<file path="src/rtl/clock_set_ctrl.sv">
// -----------------------------------------------------------------------------
// clock_set_ctrl
//
// Sequencer for the alarm-clock time counters. Produces the Enable, Up and
// load strobes for the seconds / minutes / hours counter chain.
//   RUN     : a prescaled tick advances seconds, carrying into minutes and
//             hours when the lower counters sit at their terminal value.
//   SET_HR  : each Inc press steps the hours counter by one.
//   SET_MIN : each Inc press steps the minutes counter by one. Leaving this
//             state zeroes the seconds counter and realigns the prescaler.
//
// Parameters
//   TICK_DIV    Clk cycles per Tick (>= 2)
//
// Optional feature
//   BLINK_EN    when defined, Blink toggles on each Tick while a set state is
//               active (starting at 1 on entry); when undefined Blink is tied 0.
//
// Ports
//   Clk         in   system clock, all logic on posedge
//   Clr         in   synchronous active-high reset
//   Mode_Btn    in   mode button (synchronized level)
//   Inc_Btn     in   increment button (synchronized level)
//   Sec_Max     in   seconds counter at terminal value
//   Min_Max     in   minutes counter at terminal value
//   Tick        out  1-cycle pulse every TICK_DIV cycles
//   Sec_En      out  seconds counter enable strobe
//   Min_En      out  minutes counter enable strobe
//   Hr_En       out  hours counter enable strobe
//   Up          out  count-up command accompanying tick/Inc enables
//   Sec_LD      out  seconds counter load-zero strobe
//   Mode_State  out  00 RUN, 01 SET_HR, 10 SET_MIN (also the FSM debug view)
//   Blink       out  display blink for the digits being set
//
// Handshake / strobe semantics: every strobe output is a registered single
// cycle pulse. A button press is a rising level (Btn & ~Btn_q) seen at a
// posedge; its strobe is visible in the cycle after that edge. There is no
// back-pressure: the counter chain is expected to accept every strobe.
// -----------------------------------------------------------------------------
module clock_set_ctrl #(
  parameter int TICK_DIV = 50000000
) (
  input  logic       Clk,
  input  logic       Clr,
  input  logic       Mode_Btn,
  input  logic       Inc_Btn,
  input  logic       Sec_Max,
  input  logic       Min_Max,
  output logic       Tick,
  output logic       Sec_En,
  output logic       Min_En,
  output logic       Hr_En,
  output logic       Up,
  output logic       Sec_LD,
  output logic [1:0] Mode_State,
  output logic       Blink
);

  localparam int CW = (TICK_DIV > 2) ? $clog2(TICK_DIV) : 1;
  localparam logic [CW-1:0] CNT_LAST = CW'(TICK_DIV - 1);

  typedef enum logic [1:0] {
    ST_RUN     = 2'b00,
    ST_SET_HR  = 2'b01,
    ST_SET_MIN = 2'b10,
    ST_BAD     = 2'b11
  } state_t;

  state_t        state_q;
  state_t        state_d;
  logic [CW-1:0] cnt_q;
  logic [CW-1:0] cnt_d;
  logic          mode_q;
  logic          inc_q;

  logic          wrap;
  logic          mode_press;
  logic          inc_press;

  logic          tick_d;
  logic          sec_en_d;
  logic          min_en_d;
  logic          hr_en_d;
  logic          up_d;
  logic          sec_ld_d;

  assign Mode_State = state_q;

  // ---------------------------------------------------------------------------
  // Next-state and next-output logic
  // ---------------------------------------------------------------------------
  always_comb begin
    wrap       = (cnt_q == CNT_LAST);
    mode_press = Mode_Btn & ~mode_q;
    inc_press  = Inc_Btn & ~inc_q;

    state_d  = state_q;
    cnt_d    = wrap ? '0 : cnt_q + CW'(1);
    tick_d   = wrap;
    sec_en_d = 1'b0;
    min_en_d = 1'b0;
    hr_en_d  = 1'b0;
    up_d     = 1'b0;
    sec_ld_d = 1'b0;

    case (state_q)
      ST_RUN: begin
        // Tick enables are issued even when a Mode press moves us out of RUN
        // on the same edge.
        if (wrap) begin
          sec_en_d = 1'b1;
          min_en_d = Sec_Max;
          hr_en_d  = Sec_Max & Min_Max;
          up_d     = 1'b1;
        end
        if (mode_press) begin
          state_d = ST_SET_HR;
        end
      end

      ST_SET_HR: begin
        // Mode takes priority; a simultaneous Inc press is dropped.
        if (mode_press) begin
          state_d = ST_SET_MIN;
        end else if (inc_press) begin
          hr_en_d = 1'b1;
          up_d    = 1'b1;
        end
      end

      ST_SET_MIN: begin
        if (mode_press) begin
          // Zero the seconds counter (enable + load, no Up) and restart the
          // prescaler so the first RUN tick lands a full period later. A wrap
          // coinciding with this edge is swallowed for the same reason.
          state_d  = ST_RUN;
          sec_ld_d = 1'b1;
          sec_en_d = 1'b1;
          cnt_d    = '0;
          tick_d   = 1'b0;
        end else if (inc_press) begin
          min_en_d = 1'b1;
          up_d     = 1'b1;
        end
      end

      default: begin
        // Unreachable encoding: recover to RUN silently.
        state_d = ST_RUN;
        tick_d  = 1'b0;
      end
    endcase
  end

  // ---------------------------------------------------------------------------
  // State, prescaler, button history and registered outputs
  // ---------------------------------------------------------------------------
  always_ff @(posedge Clk) begin
    if (Clr) begin
      state_q <= ST_RUN;
      cnt_q   <= '0;
      // History starts high so a button held through reset is not a press.
      mode_q  <= 1'b1;
      inc_q   <= 1'b1;
      Tick    <= 1'b0;
      Sec_En  <= 1'b0;
      Min_En  <= 1'b0;
      Hr_En   <= 1'b0;
      Up      <= 1'b0;
      Sec_LD  <= 1'b0;
    end else begin
      state_q <= state_d;
      cnt_q   <= cnt_d;
      mode_q  <= Mode_Btn;
      inc_q   <= Inc_Btn;
      Tick    <= tick_d;
      Sec_En  <= sec_en_d;
      Min_En  <= min_en_d;
      Hr_En   <= hr_en_d;
      Up      <= up_d;
      Sec_LD  <= sec_ld_d;
    end
  end

  // ---------------------------------------------------------------------------
  // Blink
  // ---------------------------------------------------------------------------
`ifdef BLINK_EN
  logic blink_d;

  always_comb begin
    blink_d = 1'b0;
    if (state_d != state_q) begin
      // Entering a set state shows the digits first; entering RUN clears.
      blink_d = (state_d == ST_SET_HR) || (state_d == ST_SET_MIN);
    end else if ((state_q == ST_SET_HR) || (state_q == ST_SET_MIN)) begin
      blink_d = wrap ? ~Blink : Blink;
    end
  end

  always_ff @(posedge Clk) begin
    if (Clr) begin
      Blink <= 1'b0;
    end else begin
      Blink <= blink_d;
    end
  end
`else
  assign Blink = 1'b0;
`endif

endmodule

</file>
<file path="config.mk">
export PLATFORM = sky130hd
export DESIGN_NAME = clock_set_ctrl
export DESIGN_NICKNAME = d
export VERILOG_FILES = /design/src/rtl/clock_set_ctrl.sv
export SDC_FILE = /design/constraint.sdc
export NUM_CORES = 1
export LEC_CHECK = 0
export CAP_MARGIN = 20
export CORE_ASPECT_RATIO = 1.5
export CORE_UTILIZATION = 56
export DETAILED_ROUTE_END_ITERATION = 7
export PLACE_DENSITY_LB_ADDON = 0.15
export REMOVE_ABC_BUFFERS = 1
export SYNTH_ARGS = -nofsm -noshare
export SYNTH_HDL_FRONTEND = slang
export SYNTH_SLANG_ARGS = --single-unit
</file>
<file path="constraint.sdc">
create_clock -name Clk -period 2.2 [get_ports Clk]
set_input_delay 0.33 -clock Clk [delete_from_list [all_inputs] [get_ports Clk]]
set_output_delay 0.33 -clock Clk [all_outputs]
set_load 0.005 [all_outputs]
</file>
==> flow_metrics.env <==
export IMPL_status="completed"
export IMPL_critPathTopFamily="simple AND/OR/NAND/NOR gates"
export IMPL_skew_ns=0.00571
export IMPL_post_cts_setup_buffers=0
export IMPL_wl_um=3790
export IMPL_drive_gt1_share_pct=12.4
export IMPL_cts_buffers=5
export IMPL_diodes=0
export IMPL_nets=221
export IMPL_synthToLayoutAreaGrowth_pct=17.2
export IMPL_seq_area_um2=721
export IMPL_antenna_left=0
export IMPL_die_width_um=47.8
export IMPL_r2r_cells=4
export IMPL_dieArea_um2=3380
export IMPL_powerDensity_nw_per_um2=765
export IMPL_multi_input_area_um2=972
export IMPL_grtUsageTotal_pct=26.5
export IMPL_route_detailed_drc=0
export IMPL_ys_ff_latch=36
export IMPL_final_hold_viol_count=0
export IMPL_hold_end="cnt_q[0]"
export IMPL_cts_sinks=36
export IMPL_cp_arrival_ns=2.14
export IMPL_fmax_ghz=0.506
export IMPL_io_buffers=13
export IMPL_cp_startpoint="cnt_q[9]"
export IMPL_first_global_vias=1479
export IMPL_ys_async_sr_fraction_pct=0
export IMPL_rrSetupSlack_ns=0.22
export IMPL_worst_slack_ns=0.222
export IMPL_worst_path_max_delay_cell="or4_4"
export IMPL_worstHoldPathCells=1
export IMPL_core_area_um2=2940
export IMPL_die_height_um=70.7
export IMPL_cts_resized=0
export IMPL_hold_class="register to register"
export IMPL_grt_max_degree=26
export IMPL_yosysUniqueCellTypes=38
export IMPL_ir_worst_vdd_v=0.000810
export IMPL_wire_per_inst_um=15.3
export IMPL_dpl_hpwl_um=2730
export IMPL_crit_required_ns=2.36
export IMPL_n_fill_cell=260
export IMPL_r2r_start="cnt_q[9]"
export IMPL_start_util_pct=59.9
export IMPL_fin_crit_sh_pct=89.9
export IMPL_cp_start_kind="register"
export IMPL_layout_commonest_cell="dfxtp_1"
export IMPL_crit_path_end_kind="register"
export IMPL_cpPeakStageDelay_ns=0.56
export IMPL_critPathBufInv=0
export IMPL_synth_flop_cell="dfxtp_1"
export IMPL_antenna_found_initial=0
export IMPL_grt_setup_unrepaired="no"
export IMPL_dr_first_iter_drc_count=78
export IMPL_period_needed_ns=1.98
export IMPL_yosysSeqAreaShare_pct=40.9
export IMPL_slew_headroom_pct=66.2
export IMPL_synth_area_per_cell_um2=9.08
export IMPL_grt_ovfl_total=0
export IMPL_crit_chain="or4_4 -> nor4_4 -> a221o_4 -> nor2_1"
export IMPL_first_pass_iters=4
export IMPL_htree_levels=2
export IMPL_mostFrequentLayoutCells="dfxtp_1 (36), nand3_1 (15), nor2_1 (15)"
export IMPL_worst_pin_slew_ns=0.503
export IMPL_dp_slack_ns=0.251
export IMPL_worst_hold_startpoint="cnt_q[0]"
export IMPL_synth_edf_count=0
export IMPL_cts_tree="yes"
export IMPL_finalSetupViolations=0
export IMPL_cts_root_buf="clkbuf_8"
export IMPL_ys_warn_count=0
export IMPL_synthCells=194
export IMPL_r2r_end="cnt_q[13]"
export IMPL_row_count=24
export IMPL_path_max_fanout=25
export IMPL_place_gp_congestion=0.833
export IMPL_synth_area_um2=1760
export IMPL_tns_ns=0
export IMPL_maxCapViolations=0
export IMPL_clk_pin_slew_ns=0.07
export IMPL_via_count=1511
export IMPL_grt_pass1_wl_um=6530
export IMPL_insertion_delay_ns=0.29
export IMPL_ios=15
export IMPL_drv_slew=0
export IMPL_p_leak_nw=0.695
export IMPL_crit_type="register to register"
export IMPL_clock_path_buffers=2
export IMPL_vias_per_cell=6.09
export IMPL_hold_buffers=0
==> area by class of cell <==
cell class,instances,share of cell area [%]
timing repair buffer,15,7.03
multi-input combinational,145,47.1
tap,39,2.36
sequential,36,34.9
inverter,5,0.909
clock inverter,3,4.36
clock buffer,5,3.33
==> worst reg2reg max path: stages (launching register included) <==
cell,delay [ns]
dfxtp_1,0.35
or4_4,0.56
nor4_4,0.39
a221o_4,0.45
nor2_1,0.11
==> metrics by stage <==
| step | hold WS, ns | utilization [%] | total power [mW] | std cells | area, µm² |
|---|---|---|---|---|---|
| final | 0.503 | 70.2 | 1.58 | 248 | 2060 |
| after global routing | 0.528 | 70.2 | 1.63 | 248 | 2060 |
| after CTS | 0.506 | 70.2 | 1.58 | 248 | 2060 |
| after detailed placement | 0.490 | 64.8 | 0.784 | 240 | 1910 |
| after global placement | 0.468 | 64.8 | 0.779 | 240 | 1910 |
| after floorplan | 0.399 | - | 0.745 | 186 | 1710 |
==> routing by layer <==
| metal | track usage (%) | vias up | routed length [µm] |
|---|---|---|---|
| li1 | - | 731 | - |
| met1 | 30.9 | 699 | 1440 |
| met2 | 44.0 | 63 | 2010 |
| met3 | 6.12 | 18 | 209 |
| met4 | 11.4 | 0 | 131 |
| met5 | 0 | - | 0 |
==> how the worst max path moves through the flow <==
stage	slack, ns	depth (start not counted)	endpoint
floorplan	0.41	4	cnt_q[10]
finish	0.22	4	cnt_q[13]
global route	0.11	4	cnt_q[9]
CTS	0.23	4	cnt_q[13]
detailed placement	0.25	4	cnt_q[9]
global placement	0.31	4	cnt_q[14]
==> cells by family (layout without fill, tap and decap cells) <==
family / count (synthesis) / after routing / synth area share [%]
AO/OA/AOI/OAI: 29 / 29 / 11.5
XOR/XNOR: 13 / 13 / 6.46
adder cells (fa/ha/maj): 7 / 7 / 4.97
buffers and inverters: 13 / 28 / 3.91
flip-flops: 36 / 36 / 40.9
multiplexers: 1 / 1 / 0.568
other: 1 / 1 / 0.213
AND/OR/NAND/NOR: 94 / 94 / 31.5
==> Yosys cell counts, types with 3 or more instances <==
master | instances | area (µm²)
dfxtp_1 | 36 | 721
and4_1 | 6 | 52.6
nor2_1 | 15 | 56.3
xnor2_1 | 6 | 52.6
inv_1 | 5 | 18.8
a21oi_1 | 8 | 40.0
o31ai_1 | 3 | 22.5
nand4_1 | 11 | 68.8
ha_1 | 7 | 87.6
xor2_1 | 7 | 61.3
and3_1 | 7 | 43.8
o21ai_0 | 7 | 35.0
nand2_1 | 9 | 33.8
nor2_2 | 4 | 25.0
nor3_1 | 3 | 15.0
nor4_1 | 3 | 18.8
or4_1 | 3 | 22.5
clkbuf_1 | 4 | 15.0
or3_1 | 7 | 43.8
nand3_1 | 15 | 75.1
a21oi_2 | 6 | 52.6
==> flip-flops by register name (all words and copies together) (netlist names) <==
signal	flops
cnt_q	26
Mode_State	2
Hr_En	1
Min_En	1
Sec_En	1
Sec_LD	1
Tick	1
Up	1
inc_q	1
mode_q	1
==> power breakdown <==
part	internal, mW	leakage (nW)	switching (mW)	total, mW
registers	0.663	0.291	0.0132	0.676
logic	0.0444	0.325	0.0480	0.0924
clock network	0.567	0.0784	0.243	0.810
total	1.27	0.695	0.304	1.58
No activity file was read; power rests on OpenSTA's default activity.
